<file path="src/rtl/moxie_ifetch_wb.sv">
// Wishbone instruction-fetch master with a prefetch FIFO, flushed and redirected on branch.
// Define MOXIE_IFETCH_ERR_EN to add wb_err_i handling with a sticky fault_o / fault_pc_o.
module moxie_ifetch_wb #(
  parameter int                    ADDR_WIDTH   = 32,
  parameter int                    DATA_WIDTH   = 32,
  parameter int                    DEPTH        = 4,
  parameter logic [ADDR_WIDTH-1:0] RESET_VECTOR = 32'h00001000
) (
  input  logic                      clk_i,
  input  logic                      rst_i,
  input  logic                      branch_flag_i,
  input  logic [ADDR_WIDTH-1:0]     branch_target_i,
  output logic [DATA_WIDTH-1:0]     word_o,
  output logic [ADDR_WIDTH-1:0]     word_pc_o,
  output logic                      word_valid_o,
  input  logic                      word_ready_i,
  output logic [ADDR_WIDTH-1:0]     wb_adr_o,
  output logic                      wb_cyc_o,
  output logic                      wb_stb_o,
  output logic                      wb_we_o,
  output logic [DATA_WIDTH/8-1:0]   wb_sel_o,
  input  logic [DATA_WIDTH-1:0]     wb_dat_i,
  input  logic                      wb_ack_i
`ifdef MOXIE_IFETCH_ERR_EN
  ,
  input  logic                      wb_err_i,
  output logic                      fault_o,
  output logic [ADDR_WIDTH-1:0]     fault_pc_o
`endif
);

  localparam int STEP = DATA_WIDTH / 8;
  localparam int PW   = (DEPTH > 1) ? $clog2(DEPTH) : 1;
  localparam int CW   = $clog2(DEPTH + 1);
  localparam logic [ADDR_WIDTH-1:0] ALIGN_MASK = ~ADDR_WIDTH'(STEP - 1);

  // IDLE: bus quiet | REQ: fetch at ptr | DRAIN: waiting out a stale ack after a branch
  typedef enum logic [1:0] {IDLE, REQ, DRAIN} state_t;

  state_t                  state_q, state_d;
  logic [ADDR_WIDTH-1:0]   ptr_q, ptr_d, adr_q, adr_d, target;
  logic [CW-1:0]           count_q, count_after_pop;
  logic [PW-1:0]           wr_q, rd_q;
  logic [DATA_WIDTH-1:0]   data_mem [DEPTH];
  logic [ADDR_WIDTH-1:0]   pc_mem   [DEPTH];
  logic                    push, pop, err, halted;

`ifdef MOXIE_IFETCH_ERR_EN
  logic                    fault_q;
  logic [ADDR_WIDTH-1:0]   fault_pc_q;

  assign err        = wb_err_i;
  assign halted     = fault_q;
  assign fault_o    = fault_q;
  assign fault_pc_o = fault_pc_q;

  always_ff @(posedge clk_i or negedge rst_i) begin
    if (!rst_i) begin
      fault_q    <= 1'b0;
      fault_pc_q <= '0;
    end else if (branch_flag_i) begin
      fault_q    <= 1'b0;
    end else if (state_q == REQ && err && !wb_ack_i) begin
      fault_q    <= 1'b1;
      fault_pc_q <= adr_q;
    end
  end
`else
  assign err    = 1'b0;
  assign halted = 1'b0;
`endif

  assign target          = branch_target_i & ALIGN_MASK;
  assign word_valid_o    = (count_q != '0);
  assign pop             = word_valid_o & word_ready_i & ~branch_flag_i;
  assign count_after_pop = count_q - CW'(pop);

  always_comb begin
    state_d = state_q;
    ptr_d   = ptr_q;
    push    = 1'b0;
    case (state_q)
      IDLE: begin
        if (branch_flag_i) begin
          ptr_d   = target;
          state_d = REQ;
        end else if (!halted && count_after_pop < CW'(DEPTH)) begin
          state_d = REQ;
        end
      end
      REQ: begin
        if (branch_flag_i) begin
          ptr_d   = target;
          state_d = (wb_ack_i || err) ? REQ : DRAIN;
        end else if (wb_ack_i) begin
          push    = 1'b1;
          ptr_d   = ptr_q + ADDR_WIDTH'(STEP);
          state_d = ((count_after_pop + CW'(1)) < CW'(DEPTH)) ? REQ : IDLE;
        end else if (err) begin
          state_d = IDLE;
        end
      end
      DRAIN: begin
        if (branch_flag_i) ptr_d = target;
        if (wb_ack_i || err) state_d = REQ;
      end
      default: state_d = IDLE;
    endcase
    // The bus address follows the pointer only when a new request starts; DRAIN keeps the stale one.
    adr_d = (state_d == REQ) ? ptr_d : adr_q;
  end

  always_ff @(posedge clk_i or negedge rst_i) begin
    if (!rst_i) begin
      state_q <= IDLE;
      ptr_q   <= RESET_VECTOR;
      adr_q   <= RESET_VECTOR;
      count_q <= '0;
      wr_q    <= '0;
      rd_q    <= '0;
    end else begin
      state_q <= state_d;
      ptr_q   <= ptr_d;
      adr_q   <= adr_d;
      if (branch_flag_i) begin
        count_q <= '0;
        wr_q    <= '0;
        rd_q    <= '0;
      end else begin
        count_q <= count_q + CW'(push) - CW'(pop);
        if (push) wr_q <= wr_q + PW'(1);
        if (pop)  rd_q <= rd_q + PW'(1);
      end
    end
  end

  always_ff @(posedge clk_i or negedge rst_i) begin
    if (!rst_i) begin
      for (int i = 0; i < DEPTH; i++) begin
        data_mem[i] <= '0;
        pc_mem[i]   <= '0;
      end
    end else if (push) begin
      data_mem[wr_q] <= wb_dat_i;
      pc_mem[wr_q]   <= adr_q;
    end
  end

  assign word_o    = data_mem[rd_q];
  assign word_pc_o = pc_mem[rd_q];
  assign wb_adr_o  = adr_q;
  assign wb_stb_o  = (state_q != IDLE);
  assign wb_cyc_o  = wb_stb_o;
  assign wb_we_o   = 1'b0;
  assign wb_sel_o  = '1;

endmodule
</file>
<file path="config.mk">
export PLATFORM = sky130hd
export DESIGN_NAME = moxie_ifetch_wb
export DESIGN_NICKNAME = d
export VERILOG_FILES = /design/src/rtl/moxie_ifetch_wb.sv
export SDC_FILE = /design/constraint.sdc
export NUM_CORES = 1
export LEC_CHECK = 0
export CAP_MARGIN = 40
export CORE_ASPECT_RATIO = 0.6
export CORE_UTILIZATION = 55
export DETAILED_ROUTE_END_ITERATION = 7
export HOLD_SLACK_MARGIN = 0.12
export PLACE_DENSITY = 0.9
export SYNTH_ARGS = -nofsm -noshare
export SYNTH_HDL_FRONTEND = slang
export SYNTH_SLANG_ARGS = --single-unit
</file>
<file path="constraint.sdc">
create_clock -name clk_i -period 3.95 [get_ports clk_i]
set_input_delay 0.395 -clock clk_i [delete_from_list [all_inputs] [get_ports clk_i]]
set_output_delay 0.395 -clock clk_i [all_outputs]
set_load 0.05 [all_outputs]
</file>
==> metrics.txt, run 1 <==
status finished, final reports clean; post_cts resized 0; die area 27,900 um^2; Avg Inst Size Synth 14.7 um^2; Post-route DRC 0; Ys Warns 0; global-route wire length before repair 55,100 um; Max-cap violations 0; crit-path cells clkinv_1 -> nand2_1 -> clkdlybuf4s50_1; total number of vias 9,416; crit path max-delay cell type clkdlybuf4s50_1; CTS tree done; Total Routing Usage GR 25.3%; Req. time, crit path 3.56 ns; critical path class register to primary output; fmax 292 MHz; Initial Utilization 56.4%; vias in the first global route 9,894; placer's final routability congestion estimate 0.882; max-slew violations 0; Final Hold Viols 0; Synth area leader dfrtp_1; leakage power 7.86 nW; CTS Buffer Depth 3; Max-slew headroom 50.4%; clock sink count 329; Placed Instances 1,497; Post-Syn Instances 1,015; Worst Path Arrival 3.03 ns; Top FF cell, synth dfrtp_1; worst skew pair latency 0.57 ns; Pre-Repair DR Iteration Count 5; critical path's largest stage delay 0.85 ns; Final min period 3.43 ns; GRT Residual Overflow 0; area delta synth->final 21.0%; top cells by area, synth dfrtp_1 55%, mux2_2 21%, mux4_2 9.6%, buf_2 1.3%, nand2_1 0.83%; EDFF count, synth 0; io pins 173; largest fanout on the critical path 24; die width 215 um; htree depth 1; DP Wirelength 22,300 um; Netlist cell types 61; Post-Syn Area 15,000 um^2; Hold Path Class input pin to async pin; VDD IR max 0.777 mV; TritonCTS buffer count 30; FF+latch count, synth 329; ANT nets after route 0; NumNets Final 1,249; Vias/cell 6.06; period utilization 86.7%; non-filler cells, final 1,555; initial drt markers 819; fillers 1,799; largest net degree at the start of global routing 98; Clock transition at path regs 0.07 ns; Port Buf Inserts 165; Final Util 68.2%; layout cells sized above 1 37.7%; Core Area 26,500 um^2; CP endpoint kind primary output; Setup Skew 0.0130 ns; top-area cell type share of the netlist area 54.7%; Root Driver clkbuf_16; Least-Margin Pin Slew 0.744 ns; power per cell area 871 nW/um^2; Setup violations, final 0; Setup crit start kind register; WL final 34,100 um; Seq/Total Area, Yosys 55.1%; Total Neg Setup Slack 0 ns; FP Rows 46; unrepaired setup endpoints after global routing no; fraction of registers with async set/reset 100%; initial antenna violation count 4; post-CTS setup buffers 0; die height 130 um; WL/cell 21.9 um
[cells in the mapped netlist, drive strengths merged (3+ instances only)]
cell type / instances
o21ai: 14
and2: 5
a311oi: 8
nand4: 7
xnor2: 7
o31ai: 4
nor3: 23
and3: 6
a21o: 3
mux4: 64
and4: 6
clkbuf: 18
nor2: 31
a211oi: 10
dfrtp: 327
o22ai: 16
mux2: 281
nor4: 7
a31oi: 3
buf: 51
nor3b: 3
a21oi: 14
inv: 16
o32ai: 6
nor2b: 4
ha: 9
nand2: 34
or3: 3
nand3: 14
xor2: 3
[layout by cell type (no fill, tap or decap), drive strengths merged, types with 4 or more instances in the layout]
cell type / instances
o31ai: 4
a21oi: 14
mux4: 64
buf: 24
inv: 16
o32ai: 6
o22ai: 16
nor4: 7
clkbuf: 40
a311oi: 8
nor2b: 4
o21ai: 14
and2: 5
and4: 6
nor3: 23
mux2: 281
nand4: 7
clkdlybuf4s50: 164
xnor2: 7
ha: 9
nand3: 14
nand2: 34
and3: 6
conb: 5
a211oi: 10
nor2: 31
dfrtp: 327
clkinv: 12
[per-layer routing]
metal / global-route usage, % / vias up / share of wire [%]
li1: - / 4102 / -
met1: 35.9 / 4909 / 44
met2: 40.2 / 332 / 47
met3: 5.80 / 71 / 7.2
met4: 6.05 / 2 / 2.0
met5: 0 / - / 0.038
[flip-flops by register name, indices dropped and copies added (netlist names)]
signal and flops:
data_mem 128, pc_mem 128, ptr_q 32, wb_adr_o 32
count_q 3, rd_q 2, state_q 2, wr_q 2
[final timing paths]
path,start,end,slack [ns],cells past startpoint
worst min register to register,ptr_q[1],ptr_q[1],0.48,1
worst max register to register,count_q[2],wb_adr_o[20],0.99,12
min in group clk_i,branch_target_i[3],ptr_q[3],0.45,3
worst min-delay path,rst_i,data_mem[71],0.44,2
max in group asynchronous,rst_i,rd_q[0],2.51,3
worst max-delay path,state_q[0],wb_cyc_o,0.52,3
[power breakdown]
part | total [mW] | internal (mW) | switching [mW]
clock network | 3.04 | 1.74 | 1.30
registers | 5.72 | 4.68 | 1.04
logic | 7.00 | 3.07 | 3.92
total | 15.8 | 9.49 | 6.27
[timing repair]
item                                   4_1_cts  5_1_grt
endpoints found under the hold margin       94        0
hold buffers                                 1        0
setup endpoints to repair                    0        0
[stage by stage]
| stage | area, um^2 | setup WS [ns] | hold WS [ns] | total power [mW] |
|---|---|---|---|---|
| CTS | 18100 | 0.503 | 0.426 | 15.8 |
| finish | 18100 | 0.524 | 0.441 | 15.8 |
| global route | 18100 | 0.387 | 0.486 | 16.5 |
| detailed placement | 17000 | 0.877 | 0.466 | 12.7 |
| floorplan | 15000 | 0.850 | 0.0994 | 10.5 |
| global placement | 17000 | 0.889 | 0.457 | 12.5 |
[critical path, delay by kind of cell (launching register included)]
kind | cells | cell delay [ns]
simple gates | 1 | 0.29
flops | 1 | 0.80
buf+inv | 2 | 1.37
[area by class of cell]
class	count	area [um^2]	area share, %
flip-flops and latches	329	8240	45.6
clock inverters	16	168	0.927
repair buffers	189	1940	10.7
clock buffers	40	870	4.81
diodes	1	2.50	0.0138
inverters	17	63.8	0.353
well taps	360	450	2.49
multi-input cells	603	6360	35.1
[cell families after synthesis]
family	Yosys count	synth area share (%)
adders and majority gates	10	0.887
other	2	0.0502
muxes	347	30.9
and+or+nand+nor	144	5.51
AOI/OAI and AO/OA	87	4.27
DFF	329	55.1
buffers and inverters	86	2.69
xor gates and xnor gates	10	0.586
Power figures use the tool's default switching activity.
==> inputs of run 2 (changes only) <==
--- a/config.mk
+++ b/config.mk
@@ -8,6 +8,7 @@
 export CAP_MARGIN = 40
 export CORE_ASPECT_RATIO = 0.6
 export CORE_UTILIZATION = 55
+export CTS_CLUSTER_DIAMETER = 150
 export DETAILED_ROUTE_END_ITERATION = 7
 export HOLD_SLACK_MARGIN = 0.12
 export PLACE_DENSITY = 0.9
==> results of run 2 <==
Final layout, timing and power as in run 1 (identical DEF).
